**config.mk**
```make
export PLATFORM = sky130hd
export DESIGN_NAME = bcd_display_driver_flat
export DESIGN_NICKNAME = d
export VERILOG_FILES = /design/src/rtl/bcd_display_driver_if.sv /design/src/rtl/bcd_display_driver.sv /design/src/flat_wrapper.sv
export SDC_FILE = /design/constraint.sdc
export NUM_CORES = 1
export LEC_CHECK = 0
export ABC_AREA = 1
export CAP_MARGIN = 20
export CELL_PAD_IN_SITES_DETAIL_PLACEMENT = 1
export CELL_PAD_IN_SITES_GLOBAL_PLACEMENT = 1
export CORE_MARGIN = 3
export CORE_UTILIZATION = 40
export CTS_CLUSTER_DIAMETER = 30
export DETAILED_ROUTE_END_ITERATION = 16
export GPL_TIMING_DRIVEN = 0
export PLACE_DENSITY_LB_ADDON = 0.1
export SLEW_MARGIN = 30
export SYNTH_ARGS = -nofsm -noshare
export SYNTH_HDL_FRONTEND = slang
export SYNTH_SLANG_ARGS = --single-unit
```
**constraint.sdc**
```tcl
create_clock -name clk -period 5.66 [get_ports clk]
set_clock_uncertainty 0.15 [all_clocks]
set_input_delay 0.566 -clock clk [delete_from_list [all_inputs] [get_ports clk]]
set_output_delay 0.566 -clock clk [all_outputs]
set_load 0.01 [all_outputs]
```
**src/rtl/bcd_display_driver_if.sv**
```systemverilog
// Bus between the phase controller / computation stage and the BCD display driver.
// The master side drives the phase code and the result. The slave side (the driver)
// returns conversion status, the packed BCD value and the 7-segment scan outputs.
interface bcd_display_driver_if #(
  parameter int DATA_W = 16,
  parameter int DIGITS = 5
);
  logic [1:0]          phase;
  logic [DATA_W-1:0]   result;
  logic                busy;
  logic                bcd_valid;
  logic [4*DIGITS-1:0] bcd;
  logic [DIGITS-1:0]   an;
  logic [6:0]          seg;

  modport master (output phase, result, input busy, bcd_valid, bcd, an, seg);
  modport slave  (input phase, result, output busy, bcd_valid, bcd, an, seg);
endinterface

```
**src/rtl/bcd_display_driver.sv**
```systemverilog
// BCD display driver. When the phase code enters 3, it captures the binary result and
// converts it to packed BCD with a sequential double-dabble engine (one bit per clock).
// It then scans the digits onto a multiplexed 7-segment display and blanks leading zeros.
// Outside phase 3 the display is dark.
module bcd_display_driver #(
  parameter int DATA_W         = 16,
  parameter int DIGITS         = 5,
  parameter int REFRESH_DIV    = 50000,
  parameter bit SEG_ACTIVE_LOW = 1'b1
) (
  input  logic clk,
  input  logic rst,
  bcd_display_driver_if.slave bus
);
  localparam int BCD_W = 4 * DIGITS;
  localparam int BIT_W = $clog2(DATA_W + 1);
  localparam int CNT_W = (REFRESH_DIV > 1) ? $clog2(REFRESH_DIV) : 1;
  localparam int IDX_W = (DIGITS > 1) ? $clog2(DIGITS) : 1;

  typedef enum logic [1:0] {IDLE, CONV, SHOW} state_t;

  state_t            state;
  logic [1:0]        prev_phase;
  logic [DATA_W-1:0] shift_reg;
  logic [BCD_W-1:0]  scratch;
  logic [BCD_W-1:0]  bcd_q;
  logic [BIT_W-1:0]  bit_cnt;
  logic [CNT_W-1:0]  ref_cnt;
  logic [IDX_W-1:0]  scan_idx;
  logic              busy_q;
  logic              valid_q;

  logic              in_disp;
  logic              start;
  logic [BCD_W-1:0]  adj;
  logic [BCD_W-1:0]  nxt_scr;
  logic [DATA_W-1:0] nxt_sh;

  assign in_disp = (bus.phase == 2'd3);
  // Rising edge into phase 3 only; holding phase 3 does not restart the conversion.
  assign start   = in_disp && (prev_phase != 2'd3);

  // One double-dabble step: add 3 to each nibble >= 5, then shift {scratch, shift} left by 1.
  always_comb begin
    adj = scratch;
    for (int d = 0; d < DIGITS; d++) begin
      if (scratch[4*d +: 4] >= 4'd5) adj[4*d +: 4] = scratch[4*d +: 4] + 4'd3;
    end
    {nxt_scr, nxt_sh} = {adj, shift_reg} << 1;
  end

  // Control FSM, conversion datapath and scan counters.
  always_ff @(posedge clk or negedge rst) begin
    if (!rst) begin
      state      <= IDLE;
      prev_phase <= 2'd0;
      shift_reg  <= '0;
      scratch    <= '0;
      bcd_q      <= '0;
      bit_cnt    <= '0;
      ref_cnt    <= '0;
      scan_idx   <= '0;
      busy_q     <= 1'b0;
      valid_q    <= 1'b0;
    end else begin
      prev_phase <= bus.phase;
      case (state)
        IDLE: begin
          ref_cnt  <= '0;
          scan_idx <= '0;
          if (start) begin
            shift_reg <= bus.result;
            scratch   <= '0;
            bit_cnt   <= '0;
            busy_q    <= 1'b1;
            state     <= CONV;
          end
        end
        CONV: begin
          ref_cnt  <= '0;
          scan_idx <= '0;
          if (!in_disp) begin
            // Abandon the partial conversion. bcd keeps its previous value.
            busy_q <= 1'b0;
            state  <= IDLE;
          end else begin
            scratch   <= nxt_scr;
            shift_reg <= nxt_sh;
            bit_cnt   <= bit_cnt + 1'b1;
            if (bit_cnt == BIT_W'(DATA_W - 1)) begin
              bcd_q   <= nxt_scr;
              busy_q  <= 1'b0;
              valid_q <= 1'b1;
              state   <= SHOW;
            end
          end
        end
        SHOW: begin
          if (!in_disp) begin
            valid_q  <= 1'b0;
            ref_cnt  <= '0;
            scan_idx <= '0;
            state    <= IDLE;
          end else if (ref_cnt == CNT_W'(REFRESH_DIV - 1)) begin
            ref_cnt  <= '0;
            scan_idx <= (scan_idx == IDX_W'(DIGITS - 1)) ? '0 : scan_idx + 1'b1;
          end else begin
            ref_cnt <= ref_cnt + 1'b1;
          end
        end
        default: begin
          busy_q  <= 1'b0;
          valid_q <= 1'b0;
          state   <= IDLE;
        end
      endcase
    end
  end

  logic [DIGITS-1:0] lead_nz;
  logic              running;
  logic [3:0]        sel_digit;
  logic              sel_lead;
  logic              blank;
  logic [6:0]        seg_ah;
  logic [DIGITS-1:0] an_ah;

  // lead_nz[i]: some digit at position i or above is non-zero (leading-zero mask).
  always_comb begin
    running = 1'b0;
    lead_nz = '0;
    for (int i = DIGITS - 1; i >= 0; i--) begin
      running    = running | (|bcd_q[4*i +: 4]);
      lead_nz[i] = running;
    end
  end

  // Select the scanned digit and decode it to active-high segments {g,f,e,d,c,b,a}.
  always_comb begin
    sel_digit = 4'd0;
    sel_lead  = 1'b0;
    for (int i = 0; i < DIGITS; i++) begin
      if (scan_idx == IDX_W'(i)) begin
        sel_digit = bcd_q[4*i +: 4];
        sel_lead  = lead_nz[i];
      end
    end
    blank = (scan_idx != '0) && !sel_lead;
    case (sel_digit)
      4'd0:    seg_ah = 7'b0111111;
      4'd1:    seg_ah = 7'b0000110;
      4'd2:    seg_ah = 7'b1011011;
      4'd3:    seg_ah = 7'b1001111;
      4'd4:    seg_ah = 7'b1100110;
      4'd5:    seg_ah = 7'b1101101;
      4'd6:    seg_ah = 7'b1111101;
      4'd7:    seg_ah = 7'b0000111;
      4'd8:    seg_ah = 7'b1111111;
      4'd9:    seg_ah = 7'b1101111;
      default: seg_ah = 7'b0000000;
    endcase
    an_ah = DIGITS'(1) << scan_idx;
    if (blank) seg_ah = 7'b0000000;
    if (state != SHOW) begin
      seg_ah = 7'b0000000;
      an_ah  = '0;
    end
  end

  assign bus.busy      = busy_q;
  assign bus.bcd_valid = valid_q;
  assign bus.bcd       = bcd_q;
  assign bus.seg       = SEG_ACTIVE_LOW ? ~seg_ah : seg_ah;
  assign bus.an        = SEG_ACTIVE_LOW ? ~an_ah  : an_ah;
endmodule
```
**src/flat_wrapper.sv**
```systemverilog
// flat-port wrapper written by rule: the top's interface ports become plain ports
module bcd_display_driver_flat 
#(
  parameter int DATA_W         = 16,
  parameter int DIGITS         = 5,
  parameter int REFRESH_DIV    = 50000,
  parameter bit SEG_ACTIVE_LOW = 1'b1
)
  (clk, rst, bus_phase, bus_result, bus_busy, bus_bcd_valid, bus_bcd, bus_an, bus_seg);
  bcd_display_driver_if #(.DATA_W(DATA_W), .DIGITS(DIGITS)) bus_i ();
  input  logic clk;
  input  logic rst;
  input wire logic [$bits(bus_i.phase)-1:0] bus_phase;
  input wire logic [$bits(bus_i.result)-1:0] bus_result;
  output wire logic [$bits(bus_i.busy)-1:0] bus_busy;
  output wire logic [$bits(bus_i.bcd_valid)-1:0] bus_bcd_valid;
  output wire logic [$bits(bus_i.bcd)-1:0] bus_bcd;
  output wire logic [$bits(bus_i.an)-1:0] bus_an;
  output wire logic [$bits(bus_i.seg)-1:0] bus_seg;
  assign bus_i.phase = bus_phase;
  assign bus_i.result = bus_result;
  assign bus_busy = bus_i.busy;
  assign bus_bcd_valid = bus_i.bcd_valid;
  assign bus_bcd = bus_i.bcd;
  assign bus_an = bus_i.an;
  assign bus_seg = bus_i.seg;
  bcd_display_driver #(.DATA_W(DATA_W), .DIGITS(DIGITS), .REFRESH_DIV(REFRESH_DIV), .SEG_ACTIVE_LOW(SEG_ACTIVE_LOW)) u_core (.clk(clk), .rst(rst), .bus(bus_i));
endmodule
```
==> results_dict.tcl <==
set metrics [dict create \
    status "finished clean" \
    place_ws_ns 2.086 \
    place_congestion 0.8080 \
    initial_utilization 0.4185 \
    drtPass1Iterations 4 \
    maxSlewHeadroom 0.6717 \
    synth_warnings 0 \
    io_pins 54 \
    ys_ff_latch 86 \
    grt_pass1_vias 4392 \
    cts_hold_buf 0 \
    h-tree-depth 3 \
    area_growth_pct 20.48 \
    syn_area_per_cell_um2 8.094 \
    antenna_found_initial 0 \
    setup_slack_ns 1.747 \
    reg2reg_slack_ns 3.73 \
    clkSinkCount 86 \
    tightest_slew_ns 0.4924 \
    met2_usage 0.3421 \
    netlist.area_leader.share 0.4409 \
    finalHoldViolations 0 \
    finalSetupViolCount 0 \
    cellLeakagePower_nw 2.614 \
    dp_hpwl_um 9641 \
    tns_ns 0 \
    drtAntennaViolNets 0 \
    antenna_cells 0 \
    grt_start_max_net_pins 51 \
    hp-class "input port to async pin" \
    vias 4159 \
    synth_top_cell_by_area "dfrtp_1" \
    clk_latency_ns 0.34 \
    row_count 39 \
    syn_inst 603 \
    rsz0062_at_grt "no" \
    fin_nets 711 \
    max_freq_mhz 255.5 \
    yosysUniqueCellTypes 41 \
    syn_area_um2 4881 \
    fillers 1410 \
    drt_iter0_drc 196 \
    fin_total_pwr_mw 1.383 \
    gr-usage-all-layers 0.1994 \
    final_cell_area_um2 5881 \
    gr-total-overflow 0 \
    peakVddDrop_uv 183.1 \
    rr_worst_depth 7 \
    place_area_um2 5612 \
    min_period_ns 3.913 \
    min_period_over_period 0.6914 \
    clockRootBuffer "clkbuf_16" \
    use_met1 0.2558 \
    drive_gt1_frac 0.1040 \
    syn_nets 646 \
    synth.area.top_cells "dfrtp_1 (44%), nand2_1 (10%), inv_1 (6.8%)" \
    drc 0 \
    cp_max_fo 6 \
    final_max_slew_viol_count 0 \
    dieArea_um2 13560 \
    cts.clk_slew.worst_paths_ns 0.06 \
    cts_resized 0 \
    cts_buffers 9 \
    grt_pass1_wl_um 21220 \
    wl_per_cell_um 15.47 \
    reg2reg_to "u_core.bus.bcd[10]$_DFFE_PN0P_" \
    grt_busiest_layer "met2" \
    ys_seq_area_frac 0.4409 \
    cts_setup_buffers 0 \
    worstSetupPathType "register to output port" \
    die_x_um 116.5 \
    io_buffers 53 \
    coreArea_um2 11660 \
    cp-start-kind "register" \
    die_h_um 116.5 \
    power_density_nw_per_um2 235.1 \
    critPathCaptureType "output port" \
    via_per_inst 5.097 \
    met3_usage 0.03938 \
    r2r-start "u_core.scratch[8]$_DFFE_PN0P_" \
    maxCapViolCount 0 \
    cp_data_required_time_ns 4.94 \
    drt_wl_total_um 12620 \
    clockBufferDepth 2 \
    cts_tree "built" \
    worstPathArrival_ns 3.20 \
]
## cells in the final DEF, fill, tap and decap left out, drive strengths merged, types with 2 or more instances in the layout
cell type,count
xor2,9
o211ai,16
buf,16
nand2,141
nand3,33
inv,96
o21ai,74
clkinv,4
clkbuf,13
nor3,15
nand4,3
o22ai,13
clkdlybuf4s50,52
ha,23
a21oi,29
nor2,39
dfrtp,86
nor4,2
## worst max-delay path: stages (launching register included)
cell and delay (ns):
dfrtp_1 0.42, inv_1 0.10, ha_1 0.27, inv_1 0.09
nor2_1 0.26, nand2_1 0.08, nand2_1 0.08, nand2_1 0.05
nand2_1 0.06, nand2_1 0.06, nand2_1 0.18, inv_1 0.12
ha_1 0.29, nand2_1 0.09, nand3_1 0.08, nand3_1 0.10
clkdlybuf4s50_1 0.54
## worst max path at each step
stage	from	endpoint	depth (start not counted)
2_1_floorplan	u_core.scan_idx[1]$_DFFE_PN0P_	bus_seg[3]	15
5_1_grt	u_core.scan_idx[1]$_DFFE_PN0P_	bus_seg[3]	16
3_3_place_gp	rst	u_core.scratch[19]$_DFFE_PN0P_	1
6_report	u_core.scan_idx[1]$_DFFE_PN0P_	bus_seg[3]	16
4_1_cts	u_core.scan_idx[1]$_DFFE_PN0P_	bus_seg[3]	16
3_5_place_dp	u_core.scan_idx[1]$_DFFE_PN0P_	bus_seg[3]	16
## area by class of cell
| cell class | instances | area, um^2 | share of cell area |
|---|---|---|---|
| buffer | 15 | 105.1 | 0.01787 |
| clock buffer | 12 | 246.5 | 0.04191 |
| clock inverter | 4 | 22.52 | 0.003830 |
| inverter | 97 | 374.1 | 0.06362 |
| multi-input combinational | 405 | 2250 | 0.3826 |
| sequential | 86 | 2152 | 0.3660 |
| tap | 143 | 178.9 | 0.03043 |
| timing repair buffer | 54 | 551.8 | 0.09383 |
## metrics by stage
step / util / std cells / hold WS [ns]
global route: 0.5042 / 816 / 0.03800
detailed placement: 0.4812 / 800 / 0.3432
CTS: 0.5042 / 816 / 0.02148
finish: 0.5042 / 816 / 0.01784
floorplan: - / 603 / 0.1204
global placement: 0.4793 / 799 / 0.3192
## metal layers
layer	routed length [um]	part of all wire
met1	5865	0.46
met2	6218	0.49
met3	376	0.030
met4	162	0.013
met5	0	0
## kinds of logic after synthesis
| family | Yosys count | share of synthesized area |
|---|---|---|
| buf+inv | 112 | 0.09818 |
| flops | 86 | 0.4409 |
| fa+ha+maj | 23 | 0.05896 |
| xor+xnor | 9 | 0.01615 |
| compound gates | 136 | 0.1700 |
| simple gates | 237 | 0.2158 |
## synth_stat cells
cell type / n
nand2_1: 135
inv_1: 89
dfrtp_1: 86
o21ai_0: 44
nor2_1: 33
nand3_1: 31
a21oi_1: 28
o21ai_1: 28
ha_1: 23
nor3_1: 14
o22ai_1: 10
buf_2: 9
o211ai_2: 9
xor2_1: 9
o211ai_1: 7
buf_6: 5
inv_2: 5
nand2_2: 5
nand4_1: 3
nor2_4: 3
o22ai_2: 3
inv_4: 2
nand3_2: 2
nor2_2: 2
nor4_1: 2
a21oi_2: 1
a22oi_1: 1
a31o_2: 1
a31oi_1: 1
and3_1: 1
clkbuf_1: 1
clkinv_4: 1
nand2_4: 1
nand3b_1: 1
nor2_8: 1
nor3_2: 1
nor3b_1: 1
o21a_1: 1
o21ai_2: 1
o21ai_4: 1
or2_2: 1
## power breakdown
part           internal [mW]  switching (mW)  leakage, nW
Clock                  0.307           0.240        0.132
Combinational         0.0591          0.0991         1.34
Sequential             0.656          0.0212         1.14
Total                   1.02           0.360         2.61
(Power assumes the default switching activity.)
